--- src/rtl/tube_access_arbiter.sv ---
// Two-requester arbiter and cycle sequencer for the Tube parasite register bus.
// Define TUBE_ARB_RR_EN for round-robin tie-breaking; otherwise the host wins ties.
module tube_access_arbiter #(
  parameter int SETUP_CYCLES     = 1,
  parameter int PHI2_HIGH_CYCLES = 2,
  parameter int HOLD_CYCLES      = 1
) (
  input  logic       CLK,
  input  logic       RESET,
  input  logic       H_REQ,
  input  logic       H_RNW,
  input  logic [2:0] H_ADR,
  input  logic [7:0] H_WDATA,
  output logic       H_ACK,
  output logic [7:0] H_RDATA,
  input  logic       P_REQ,
  input  logic       P_RNW,
  input  logic [2:0] P_ADR,
  input  logic [7:0] P_WDATA,
  output logic       P_ACK,
  output logic [7:0] P_RDATA,
  output logic       BUSY,
  output logic       TUBE_CS_B,
  output logic       TUBE_RNW_B,
  output logic       TUBE_PHI2,
  output logic [2:0] TUBE_ADR,
  output logic [7:0] TUBE_DOUT,
  output logic       TUBE_DOE,
  input  logic [7:0] TUBE_DIN
);

  localparam int SETUP_EFF = (SETUP_CYCLES < 1) ? 1 : ((SETUP_CYCLES > 15) ? 15 : SETUP_CYCLES);
  localparam int HIGH_EFF  = (PHI2_HIGH_CYCLES < 1) ? 1 : ((PHI2_HIGH_CYCLES > 15) ? 15 : PHI2_HIGH_CYCLES);
  localparam int HOLD_EFF  = (HOLD_CYCLES < 1) ? 1 : ((HOLD_CYCLES > 15) ? 15 : HOLD_CYCLES);
  localparam logic [3:0] SETUP_LD = 4'(SETUP_EFF - 1);
  localparam logic [3:0] HIGH_LD  = 4'(HIGH_EFF - 1);
  localparam logic [3:0] HOLD_LD  = 4'(HOLD_EFF - 1);

  typedef enum logic [1:0] {ST_IDLE, ST_SETUP, ST_HIGH, ST_HOLD} state_t;

  state_t     state_reg, state_next;
  logic [3:0] cnt_reg, cnt_next;
  logic       owner_reg;              // 1 = poller owns the current access
  logic       rnw_reg;
  logic [2:0] adr_reg;
  logic [7:0] wdata_reg;
  logic       cs_b_reg, cs_b_next;
  logic       rnw_b_reg, rnw_b_next;
  logic       phi2_reg, phi2_next;
  logic       doe_reg, doe_next;
  logic       h_ack_reg, h_ack_next;
  logic       p_ack_reg, p_ack_next;
  logic       busy_reg;
  logic [7:0] h_rdata_reg, p_rdata_reg;
  logic       grant, grant_p, capture, eff_rnw, last_hold;

  assign grant = (state_reg == ST_IDLE) && (H_REQ || P_REQ);

`ifdef TUBE_ARB_RR_EN
  logic prio_p_reg;                   // 1 = poller wins the next tie
  assign grant_p = P_REQ && (!H_REQ || prio_p_reg);

  always_ff @(posedge CLK) begin
    if (RESET) begin
      prio_p_reg <= 1'b0;
    end else if (grant) begin
      prio_p_reg <= ~grant_p;
    end
  end
`else
  assign grant_p = P_REQ && !H_REQ;
`endif

  always_comb begin
    state_next = state_reg;
    cnt_next   = cnt_reg;
    capture    = 1'b0;
    case (state_reg)
      ST_IDLE: begin
        if (grant) begin
          state_next = ST_SETUP;
          cnt_next   = SETUP_LD;
        end
      end
      ST_SETUP: begin
        if (cnt_reg == 4'd0) begin
          state_next = ST_HIGH;
          cnt_next   = HIGH_LD;
        end else begin
          cnt_next = cnt_reg - 4'd1;
        end
      end
      ST_HIGH: begin
        if (cnt_reg == 4'd0) begin
          state_next = ST_HOLD;
          cnt_next   = HOLD_LD;
          capture    = 1'b1;
        end else begin
          cnt_next = cnt_reg - 4'd1;
        end
      end
      ST_HOLD: begin
        if (cnt_reg == 4'd0) begin
          state_next = ST_IDLE;
        end else begin
          cnt_next = cnt_reg - 4'd1;
        end
      end
      default: state_next = ST_IDLE;
    endcase

    // Outputs are computed from the upcoming state so the flops present them
    // in the same cycle the FSM occupies that state.
    eff_rnw    = (state_reg == ST_IDLE) ? (grant_p ? P_RNW : H_RNW) : rnw_reg;
    cs_b_next  = (state_next == ST_IDLE);
    rnw_b_next = cs_b_next ? 1'b1 : eff_rnw;
    phi2_next  = (state_next == ST_HIGH);
    doe_next   = ((state_next == ST_HIGH) || (state_next == ST_HOLD)) && !eff_rnw;
    last_hold  = (state_next == ST_HOLD) && (cnt_next == 4'd0);
    h_ack_next = last_hold && !owner_reg;
    p_ack_next = last_hold && owner_reg;
  end

  always_ff @(posedge CLK) begin
    if (RESET) begin
      state_reg   <= ST_IDLE;
      cnt_reg     <= 4'd0;
      owner_reg   <= 1'b0;
      rnw_reg     <= 1'b1;
      adr_reg     <= 3'd0;
      wdata_reg   <= 8'd0;
      cs_b_reg    <= 1'b1;
      rnw_b_reg   <= 1'b1;
      phi2_reg    <= 1'b0;
      doe_reg     <= 1'b0;
      h_ack_reg   <= 1'b0;
      p_ack_reg   <= 1'b0;
      busy_reg    <= 1'b0;
      h_rdata_reg <= 8'd0;
      p_rdata_reg <= 8'd0;
    end else begin
      state_reg <= state_next;
      cnt_reg   <= cnt_next;
      cs_b_reg  <= cs_b_next;
      rnw_b_reg <= rnw_b_next;
      phi2_reg  <= phi2_next;
      doe_reg   <= doe_next;
      h_ack_reg <= h_ack_next;
      p_ack_reg <= p_ack_next;
      busy_reg  <= !cs_b_next;
      if (grant) begin
        owner_reg <= grant_p;
        rnw_reg   <= grant_p ? P_RNW : H_RNW;
        adr_reg   <= grant_p ? P_ADR : H_ADR;
        wdata_reg <= grant_p ? P_WDATA : H_WDATA;
      end
      if (capture && rnw_reg) begin
        if (owner_reg) begin
          p_rdata_reg <= TUBE_DIN;
        end else begin
          h_rdata_reg <= TUBE_DIN;
        end
      end
    end
  end

  assign H_ACK      = h_ack_reg;
  assign P_ACK      = p_ack_reg;
  assign H_RDATA    = h_rdata_reg;
  assign P_RDATA    = p_rdata_reg;
  assign BUSY       = busy_reg;
  assign TUBE_CS_B  = cs_b_reg;
  assign TUBE_RNW_B = rnw_b_reg;
  assign TUBE_PHI2  = phi2_reg;
  assign TUBE_ADR   = adr_reg;
  assign TUBE_DOUT  = wdata_reg;
  assign TUBE_DOE   = doe_reg;

endmodule

--- config.mk ---
export PLATFORM = sky130hd
export DESIGN_NAME = tube_access_arbiter
export DESIGN_NICKNAME = d
export VERILOG_FILES = /design/src/rtl/tube_access_arbiter.sv
export SDC_FILE = /design/constraint.sdc
export NUM_CORES = 1
export LEC_CHECK = 0
export BUFFER_PORTS_ARGS = -buffer_cell sky130_fd_sc_hd__buf_4
export CORE_ASPECT_RATIO = 1.25
export CORE_UTILIZATION = 43
export CTS_CLUSTER_SIZE = 30
export DETAILED_ROUTE_END_ITERATION = 10
export PLACE_DENSITY = 0.75
export SLEW_MARGIN = 30
export SYNTH_ARGS = -nofsm -noshare
export SYNTH_HDL_FRONTEND = slang
export SYNTH_SLANG_ARGS = --single-unit
--- constraint.sdc ---
create_clock -name CLK -period 1.9 [get_ports CLK]
set_input_delay 0.19 -clock CLK [delete_from_list [all_inputs] [get_ports CLK]]
set_output_delay 0.19 -clock CLK [all_outputs]
set_load 0.02 [all_outputs]
==> reports/metrics.yaml <==
post_drt_via_cell_ratio: 5.016
period_share: 0.9648
antenna_cells: 0
synth_top_flop_cell: "dfxtp_1"
number_of_enable_flip_flop_cells_after_synthesis: 0
cp.required_ns: 2.11
endpoint_kind: "flip-flop"
worst-path-max-fanout: 4
fin_nets: 294
cts_num_sinks: 42
intPower_mw: 2.353
worst_hold_path_type: "in -> reg"
sw_frac_of_total: 0.3488
synthesis.nets: 216
seqPwrFrac: 0.335
filler_cell_count: 314
place.gp.congestion: 0.8175
maxSlewViolCount: 0
cellLeakagePower_nw: 1.175
detailedRoute.firstPassIterationCount: 4
finalWirelength_mm: 4.092
port-buffer-count: 69
async_flop_share: 0
pwr_density_cell_mw_per_mm2: 1400
startpoint_type: "flip-flop"
final_common_cell: "buf_4"
vdd.ir_drop.worst_v: 0.0007458
chipHeight_um: 73.62
clk_pin_slew_ns: 0.08
globalRouteTotalUtil: 0.1944
seq_area_frac_synth: 0.4766
wl_per_cell_um: 13.20
clk_path_buf_depth: 2
cts.root.buffer_cell: "clkbuf_8"
report.final.hold_viol_count: 0
timing.fmax_ghz: 0.5455
drt_first_iter_violations: 52
cts_bufs_inserted: 5
synthesis.instances: 177
clk_latency_worst_skew_pair_ns: 0.29
layout_overhead_on_the_synthesized_area_pct: 46.24
hold_buffers: 0
maxSlewHeadroom: 0.7004
tightest_slew_ns: 0.4488
vias_in_the_first_global_route: 1400
power.net_switching_mw: 1.260
max-cap-violations: 0
rsz_0062_raised_after_global_routing: "true"
hold_slack_ns: 0.1188
share_of_final_layout_standard_cells_stronger_than_drive_strength_1: 0.4023
detailroute.via_count: 1555
grt.overflow.total: 0
drtAntennaViolNets: 0
clock_power_share: 0.237
synthesis.yosys.warnings: 0
placement_rows: 25
grt_antenna_before_repair: 0
report.final.setup_viol: 0
netlist-cell-type-count: 38
syn_area_mm2: 0.001764
first_pass_grt_wire_length_mm: 6.410
most-common-layout-cells: "80 x buf_4, 40 x dfxtp_1, 33 x nor2_1"
synthesized_area_per_cell_um2: 9.967
num_io_pins: 70
die_area_mm2: 0.004365
cts_tree: "yes"
crit_type: "reg -> reg"
pwr-share-comb: 0.427
die_width_um: 59.29
deepest_level_of_the_cts_h_tree: 2
synth_seq_cells: 42
place.detailed.hpwl_mm: 2.878
period_needed_ns: 1.833
data_arrival_critical_path_ns: 2.04
start_util: 0.4585
core_mm2: 0.003847
finish.utilization: 0.6706
run_status: "complete, no violations"
drcViolationCount: 0
grt_start_max_net_pins: 40
clock_skew_ns: 0.009448
-- final timing paths --
path | start | endpoint | slack [ns] | cells after the start
worst max-delay path | cnt_reg[0] | H_ACK | 0.07 | 8
worst min-delay path | H_REQ | owner_reg | 0.12 | 2
worst max register to register | cnt_reg[0] | H_ACK | 0.07 | 8
worst min register to register | TUBE_ADR[1] | TUBE_ADR[1] | 0.50 | 2
-- critical path, stage by stage (launching register included) --
cell and delay, ns:
dfxtp_2 0.34, inv_2 0.08, ha_4 0.13, nor3b_4 0.21, inv_2 0.10, ha_4 0.27, a32oi_1 0.09, a211o_1 0.29
nor4_2 0.24
-- power by group through the flow --
stage | sequential, mW | clock, mW | combinational [mW]
after detailed placement | 1.22 | 0 | 1.41
after CTS | 1.21 | 0.869 | 1.42
final | 1.21 | 0.858 | 1.54
after global routing | 1.24 | 0.922 | 1.69
after floorplan | 1.35 | 0 | 0.788
after global placement | 1.22 | 0 | 1.38
-- repair_timing --
action | CTS | global route
cloned | 0 | 0
pin swaps | 2 | 1
setup buffers | 0 | 4
endpoints found under the setup margin | 1 | 2
resized for setup | 0 | 8
-- stage by stage --
stage | power, mW | TNS [ns] | worst slack [ns] | cells | instance area, um2
after floorplan | 2.136 | 0 | 0.01575 | 177 | 1767
final | 3.613 | 0 | 0.06679 | 310 | 2580
after detailed placement | 2.632 | 0 | 0.007104 | 298 | 2367
after global routing | 3.844 | -0.02831 | -0.02831 | 310 | 2580
after global placement | 2.600 | 0 | 0.09422 | 298 | 2367
after CTS | 3.496 | 0 | 0.07804 | 306 | 2510
-- layer usage --
| layer | GRT usage | routed length, um | vias up |
|---|---|---|---|
| met5 | 0 | 0 | - |
| met4 | 0.06349 | 48 | 0 |
| met3 | 0.05282 | 142 | 4 |
| met2 | 0.3371 | 2250 | 41 |
| met1 | 0.2278 | 1651 | 725 |
| li1 | - | - | 785 |
-- cell usage after synthesis, types with 2 or more instances --
library cell   n  area (um2)
dfxtp_1       42       840.8
nor2_1        34       127.6
mux2i_1       28       280.3
a211oi_1      13       97.59
inv_1          6       22.52
a21oi_1        4       20.02
clkbuf_1       4       15.01
buf_4          3       22.52
ha_1           3       37.54
nand2_1        3       11.26
nor4_1         3       18.77
o21ai_0        3       15.01
a211o_1        2       17.52
a31oi_1        2       12.51
nand3_1        2       10.01
nor3_1         2       10.01
xnor2_1        2       17.52
-- area by class of cell --
cell class | instances | area, um2 | share of cell area
Timing Repair Buffer | 81 | 620.6 | 0.2405
Clock buffer | 6 | 82.58 | 0.03201
Sequential cell | 42 | 843.3 | 0.3269
Multi-Input combinational cell | 119 | 883.3 | 0.3424
Clock inverter | 2 | 60.06 | 0.02328
Tap cell | 54 | 67.56 | 0.02619
Inverter | 6 | 22.52 | 0.008729
-- kinds of logic (layout without fill, tap and decap cells) --
| group | Yosys count | in the layout | synth area share |
|---|---|---|---|
| AND/OR/NAND/NOR | 56 | 56 | 0.1681 |
| buffers and inverters | 16 | 95 | 0.04538 |
| XOR/XNOR | 2 | 2 | 0.009931 |
| flip-flops | 42 | 42 | 0.4766 |
| AO/OA/AOI/OAI | 30 | 30 | 0.1199 |
| multiplexers | 28 | 28 | 0.1589 |
| adder cells (fa/ha/maj) | 3 | 3 | 0.02128 |
Note: power is estimated with default switching activity, not from simulation.
